### src/rtl/tone_synth_pkg.sv
// ============================================================================
// Module  : tone_synth_pkg
// Brief   : Shared widths, reset defaults and scale clamping for the tone path
// Revision: 1.0
// ============================================================================
`default_nettype none

package tone_synth_pkg;

   localparam int unsigned SCALE_W = 6;
   localparam int unsigned VOL_W   = 3;

   typedef logic [SCALE_W-1:0] scale_t;
   typedef logic [VOL_W-1:0]   vol_t;

   localparam scale_t SCALE_DEFAULT = 6'd41;
   localparam scale_t SCALE_FLOOR   = 6'd2;
   localparam scale_t SCALE_ONE     = 6'd1;
   localparam vol_t   VOL_ONE       = 3'd1;

   // A period needs at least one high and one low sample.
   function automatic scale_t clamp_scale(input scale_t s);
      return (s < SCALE_FLOOR) ? SCALE_FLOOR : s;
   endfunction

endpackage

`default_nettype wire

### src/rtl/tone_synth_sample_prescaler.sv
// ============================================================================
// Module  : sample_prescaler
// Brief   : Divides sysclk down to a one-cycle sample strobe every SAMPLE_DIV
// Revision: 1.0
// ============================================================================
`default_nettype none

module sample_prescaler #(
   parameter int unsigned SAMPLE_DIV = 8192
) (
   input  logic sysclk,
   input  logic reset,
   input  logic enable,
   output logic tick
);

   localparam int unsigned             c_cnt_w    = $clog2(SAMPLE_DIV);
   localparam logic [c_cnt_w-1:0]      c_cnt_last = c_cnt_w'(SAMPLE_DIV - 1);
   localparam logic [c_cnt_w-1:0]      c_cnt_one  = c_cnt_w'(1);

   logic [c_cnt_w-1:0] pre_cnt_q, pre_cnt_d;
   logic               tick_q, tick_d;

   always_comb begin
      pre_cnt_d = '0;
      tick_d    = 1'b0;
      if (enable) begin
         tick_d    = (pre_cnt_q == c_cnt_last);
         pre_cnt_d = tick_d ? '0 : (pre_cnt_q + c_cnt_one);
      end
   end

   always_ff @(posedge sysclk) begin
      if (reset) begin
         pre_cnt_q <= '0;
         tick_q    <= 1'b0;
      end else begin
         pre_cnt_q <= pre_cnt_d;
         tick_q    <= tick_d;
      end
   end

   assign tick = tick_q;

endmodule

`default_nettype wire

### src/rtl/tone_synth.sv
// ============================================================================
// Module  : tone_synth
// Brief   : Scale-driven square-wave tone with glitch-free period changes and
//           PWM volume gating for the audio pin
// Revision: 1.0
// ============================================================================
`default_nettype none

module tone_synth
   import tone_synth_pkg::*;
#(
   parameter int unsigned SAMPLE_DIV = 8192
) (
   input  logic               sysclk,
   input  logic               reset,
   input  logic               enable,
   input  logic [SCALE_W-1:0] Scale,
   input  logic [VOL_W-1:0]   Volume,
   output logic               sample_tick,
   output logic               period_start,
   output logic               tone,
   output logic               audio,
   output logic [SCALE_W-1:0] active_scale
);

   logic   w_tick;
   scale_t w_clamped;

   scale_t phase_q, phase_d;
   scale_t active_scale_q, active_scale_d;
   logic   period_start_q, period_start_d;
   logic   tone_q, tone_d;
   logic   audio_q, audio_d;
   vol_t   pwm_cnt_q, pwm_cnt_d;

   sample_prescaler #(
      .SAMPLE_DIV (SAMPLE_DIV)
   ) u_prescaler (
      .sysclk (sysclk),
      .reset  (reset),
      .enable (enable),
      .tick   (w_tick)
   );

   assign w_clamped = clamp_scale(Scale);

   // Disable outranks a coincident wrapping tick, so no period_start escapes.
   always_comb begin
      phase_d        = phase_q;
      active_scale_d = active_scale_q;
      period_start_d = 1'b0;
      if (!enable) begin
         phase_d        = '0;
         active_scale_d = w_clamped;
      end else if (w_tick) begin
         if (phase_q == (active_scale_q - SCALE_ONE)) begin
            phase_d        = '0;
            active_scale_d = w_clamped;
            period_start_d = 1'b1;
         end else begin
            phase_d = phase_q + SCALE_ONE;
         end
      end
   end

   always_comb begin
      tone_d    = enable & (phase_q < (active_scale_q >> 1));
      audio_d   = tone_q & (pwm_cnt_q < Volume);
      pwm_cnt_d = pwm_cnt_q + VOL_ONE;
   end

   always_ff @(posedge sysclk) begin
      if (reset) begin
         phase_q        <= '0;
         active_scale_q <= SCALE_DEFAULT;
         period_start_q <= 1'b0;
         tone_q         <= 1'b0;
         audio_q        <= 1'b0;
         pwm_cnt_q      <= '0;
      end else begin
         phase_q        <= phase_d;
         active_scale_q <= active_scale_d;
         period_start_q <= period_start_d;
         tone_q         <= tone_d;
         audio_q        <= audio_d;
         pwm_cnt_q      <= pwm_cnt_d;
      end
   end

   assign sample_tick  = w_tick;
   assign period_start = period_start_q;
   assign tone         = tone_q;
   assign audio        = audio_q;
   assign active_scale = active_scale_q;

endmodule

`default_nettype wire

### config.mk
export PLATFORM = sky130hd
export DESIGN_NAME = tone_synth
export DESIGN_NICKNAME = d
export VERILOG_FILES = /design/src/rtl/tone_synth_pkg.sv /design/src/rtl/tone_synth_sample_prescaler.sv /design/src/rtl/tone_synth.sv
export SDC_FILE = /design/constraint.sdc
export NUM_CORES = 1
export LEC_CHECK = 0
export BUFFER_PORTS_ARGS = -buffer_cell sky130_fd_sc_hd__buf_2
export CAP_MARGIN = 20
export CORE_ASPECT_RATIO = 1.25
export CORE_MARGIN = 5
export CORE_UTILIZATION = 30
export DETAILED_ROUTE_END_ITERATION = 7
export GPL_ROUTABILITY_DRIVEN = 0
export PLACE_DENSITY_LB_ADDON = 0.08
export SLEW_MARGIN = 5
export SYNTH_ARGS = -nofsm -noshare
export SYNTH_HDL_FRONTEND = slang
export SYNTH_SLANG_ARGS = --single-unit
### constraint.sdc
create_clock -name sysclk -period 4.1 [get_ports sysclk]
set_input_delay 0.615 -clock sysclk [delete_from_list [all_inputs] [get_ports sysclk]]
set_output_delay 0.615 -clock sysclk [all_outputs]
set_load 0.005 [all_outputs]
Word-level counts from Yosys, hierarchy flattened
Cells that the tools add are included.
- flip-flop bits (word level): 32
- bits in latches: 0
- RAM bits: 0
- bits in read-only memories: 0
- bits of input ports: 12
- logic and storage cells: 33
- memories: 0
- $add $sub $neg: 4
- multiply operators: 0
- divide/modulo/power cells: 0
- magnitude comparators: 3
- eq/ne operators: 4
- shift-type cells: 0
- muxes and demuxes: 6
- bitwise gates (word level): 4
- reductions and logical operators: 4
- operator list (operator ; count):
    $mux 6 ; 5
    $add 13x1->13 const B ; 1
    $eq 13x13->1 const B ; 1
    $add 6x1->6 const B ; 1
    $eq 6x6->1 ; 1
    $lt 6x2->1 const B ; 1
    $lt 6x5->1 ; 1
    $reduce_or 3->1 ; 2
    $sub 6x1->6 const B ; 1
    $ne 2x1->1 const B ; 2
    $add 3x1->3 const B ; 1
    $lt 3x3->1 ; 1
    $and 1x1->1 ; 2
    $not 1->1 ; 2
    $reduce_and 2->1 ; 1
    $reduce_or 2->1 ; 1
    $mux 1 ; 1

Depth between registers and ports, before layout
- depth after elaboration: 5
- depth in mapped cells: 9
- depth with buffers taken out: 8

By module
A second synthesis with hierarchy kept.
- cells, all modules: 177
- area total of the unflattened synthesis: 1642.8 um2
- by module, submodules not included (module ; instances ; cells each ; area each (um2) ; sequential area each (um2)):
    tone_synth ; 1 ; 111 ; 1026.0 ; 360.3
    sample_prescaler ; 1 ; 66 ; 616.8 ; 280.3

Worst setup path before layout
No wires, ideal clock.
- path kind: register to register
- start: register active_scale_q[0], in the netlist active_scale[0]
- end: register phase_q[2]
- library setup time: 0.120 ns
- arrival: 2.009 ns
- data required time: 3.980 ns
- path slack: 1.971 ns
- cell stages (with the launch flop): 10
- buffers on the path: 1
- period minus slack after synthesis: 2.129 ns
- cell sequence: dfxtp_1 inv_1 ha_1 nor2b_1 or3_1 a31oi_2 and4_1 buf_6 nor4_1 a211o_1
- longest elaborated chain between the ends: 3
- ends and longest elaborated chain (item ; RTL line ; RTL):
    start: declaration ; tone_synth.sv:30 ; scale_t active_scale_q, active_scale_d;
    start signal: assignment ; tone_synth.sv:82 ; active_scale_q <= active_scale_d;
    $sub 6x1->6 ; tone_synth.sv:56 ; if (phase_q == (active_scale_q - SCALE_ONE)) begin
    $eq 6x6->1 ; tone_synth.sv:56 ;
    $mux 6 ; tone_synth.sv:56 ;
    end signal: assignment ; tone_synth.sv:81 ; phase_q <= phase_d;
    end: declaration ; tone_synth.sv:29 ; scale_t phase_q, phase_d;
Every way passes these cells.
A chain may end at the register's enable or synchronous reset.

Worst setup path after layout
Ends and elaborated chain as after synthesis.

==> qor.yml <==
peakVddDrop_mv: 0.1880
finalNetCount: 226
hold_class: "register to register"
grt_overflow_total: 0
antenna_cells: 0
netlist-cell-type-count: 39
synth_edf_count: 0
crit_required_ns: 4.27
worst_pin_slew_ns: 0.4082
seq_area_um2: 640.6
use_met3: 0.03399
dp_slack_ns: 1.780
synth_nets: 203
final_cells: 269
synth.avg_cell_area_um2: 8.931
rsz0062_at_grt: "false"
firstDrtPassIters: 4
cp.arrival_ns: 2.53
numPortBuffers: 21
dieHeight_um: 92.07
htree_levels: 2
die_area_mm2: 0.006966
cts_hold_buf: 0
n_fill_cell: 563
synth_seq_cells: 32
period_share: 0.5746
track_usage: 0.1077
status: "finished, final reports clean"
worstPathMaxFanout: 8
fmax_ghz: 0.4244
synth_top_flop_cell: "dfxtp_1"
yosys_warnings: 0
first_iter_violations: 22
p_leak_nw: 0.7984
yosysSeqAreaShare: 0.3963
die_w_um: 75.66
area_growth_pct: 15.94
cp-end-kind: "register"
multi_input_area_um2: 892.1
setup_viol: 0
startpoint_type: "register"
crit_type: "register to register"
postCtsSetupBuffers: 0
postRouteAntennaNets: 0
via_per_inst: 4.814
core_area_mm2: 0.005330
maxSlewViolCount: 0
power_density_mw_per_mm2: 363.1
synth_area_mm2: 0.001617
tns_ns: 0
start_util: 0.3033
grt_max_degree: 15
syn_inst: 181
holdWs_ns: 0.4419
use_met2: 0.1830
drv_cap: 0
wire_per_inst_um: 12.79
vias: 1295
cts_root_buffer: "clkbuf_8"
post_cts_resized: 0
path_clk_slew_ns: 0.07
drive_gt1_frac: 0.1707
totalWireLength_um: 3440
hpwl_um: 2617
async_reset_ff_frac: 0
max_slew_margin: 0.7268
io_pins: 22
drc: 0
min_period_ns: 2.356
grt_pass1_vias: 1290
cts.sinks: 32
rows: 30
grt_pass1_wl_um: 5809
fin_ws_ns: 1.744
top_usage_layer: "met2"
antenna_found_initial: 0
clk_latency_ns: 0.28
clock_skew_ns: 0.009023
final-hold-violation-count: 0
clk_path_buf_depth: 2
grt_util_met1: 0.1150
dp.cells: 261
cts_made_buffers: 5
cts_tree: "built"
==> placed cells by master (no fill, tap or decap), drive strengths merged, types with 7 or more instances in the layout <==
cell / n
ha: 10
xnor2: 12
dfxtp: 32
a21oi: 8
xor2: 7
buf: 21
nor2: 26
inv: 13
nand3: 9
==> layout make-up <==
| class | count | share of cell area |
|---|---|---|
| Sequential cell | 32 | 0.3418 |
| Inverter | 13 | 0.02603 |
| Tap cell | 64 | 0.04272 |
| Clock buffer | 6 | 0.03872 |
| Clock inverter | 2 | 0.01869 |
| Multi-Input combinational cell | 131 | 0.4760 |
| Timing Repair Buffer | 21 | 0.05607 |
==> flip-flops by register name, summed over array words and instances (netlist names) <==
signal / count
audio: 1
u_prescaler.pre_cnt_q: 13
pwm_cnt_q: 3
tone: 1
phase_q: 6
u_prescaler.tick: 1
period_start: 1
active_scale: 6
==> worst max-delay path: stages, from the launching register on <==
cell	delay, ns
dfxtp_1	0.41
inv_1	0.09
ha_1	0.24
nor2b_1	0.14
or3_1	0.36
a31oi_2	0.25
and4_1	0.39
nor4_1	0.10
a211o_1	0.27
==> worst paths after layout <==
check	start	end	slack, ns	cells past startpoint
setup / recovery	active_scale[0]	phase_q[2]	1.74	8
hold / removal	pwm_cnt_q[0]	pwm_cnt_q[0]	0.44	1
setup reg to reg	active_scale[0]	phase_q[2]	1.74	8
hold reg to reg	pwm_cnt_q[0]	pwm_cnt_q[0]	0.44	1
==> cells in the mapped netlist, types with 3 or more instances <==
library cell / count / area (um2)
xor2_1: 7 / 61.31
nand2_1: 6 / 22.52
ha_1: 10 / 125.1
nand4_1: 4 / 25.02
a211oi_1: 3 / 22.52
inv_1: 13 / 48.80
o21ai_0: 3 / 15.01
nor2b_1: 3 / 18.77
nand3_1: 9 / 45.04
xnor2_1: 12 / 105.1
nor3_1: 5 / 25.02
dfxtp_1: 32 / 640.6
a21oi_1: 8 / 40.04
and3_1: 3 / 18.77
nand2b_1: 4 / 25.02
nor2_1: 26 / 97.59
a21o_1: 3 / 22.52
==> cell families (layout without fill, tap and decap cells) <==
logic type | Yosys count | after routing | share of synthesized area
compound gates | 25 | 25 | 0.1130
xor+xnor | 19 | 19 | 0.1029
fa+ha+maj | 10 | 10 | 0.07740
buf+inv | 18 | 42 | 0.05186
flops | 32 | 32 | 0.3963
mux | 2 | 2 | 0.01238
simple gates | 75 | 75 | 0.2461
==> power breakdown <==
group / switching (mW) / internal (mW)
Combinational: 0.0312 / 0.0268
Clock: 0.115 / 0.180
Sequential: 0.00831 / 0.319
Total: 0.154 / 0.526
==> through the flow <==
stage / power (mW) / utilization / area, um2
floorplan: 0.3732 / - / 1617
global placement: 0.3916 / 0.3315 / 1767
detailed placement: 0.3935 / 0.3315 / 1767
CTS: 0.6914 / 0.3516 / 1874
global route: 0.7170 / 0.3516 / 1874
finish: 0.6806 / 0.3516 / 1874
==> layer usage <==
metal | wire length [um] | share of wire
met2 | 1766 | 0.51
met4 | 74 | 0.022
met1 | 1477 | 0.43
met3 | 122 | 0.035
met5 | 0 | 0
No activity file was read; power rests on OpenSTA's default activity.
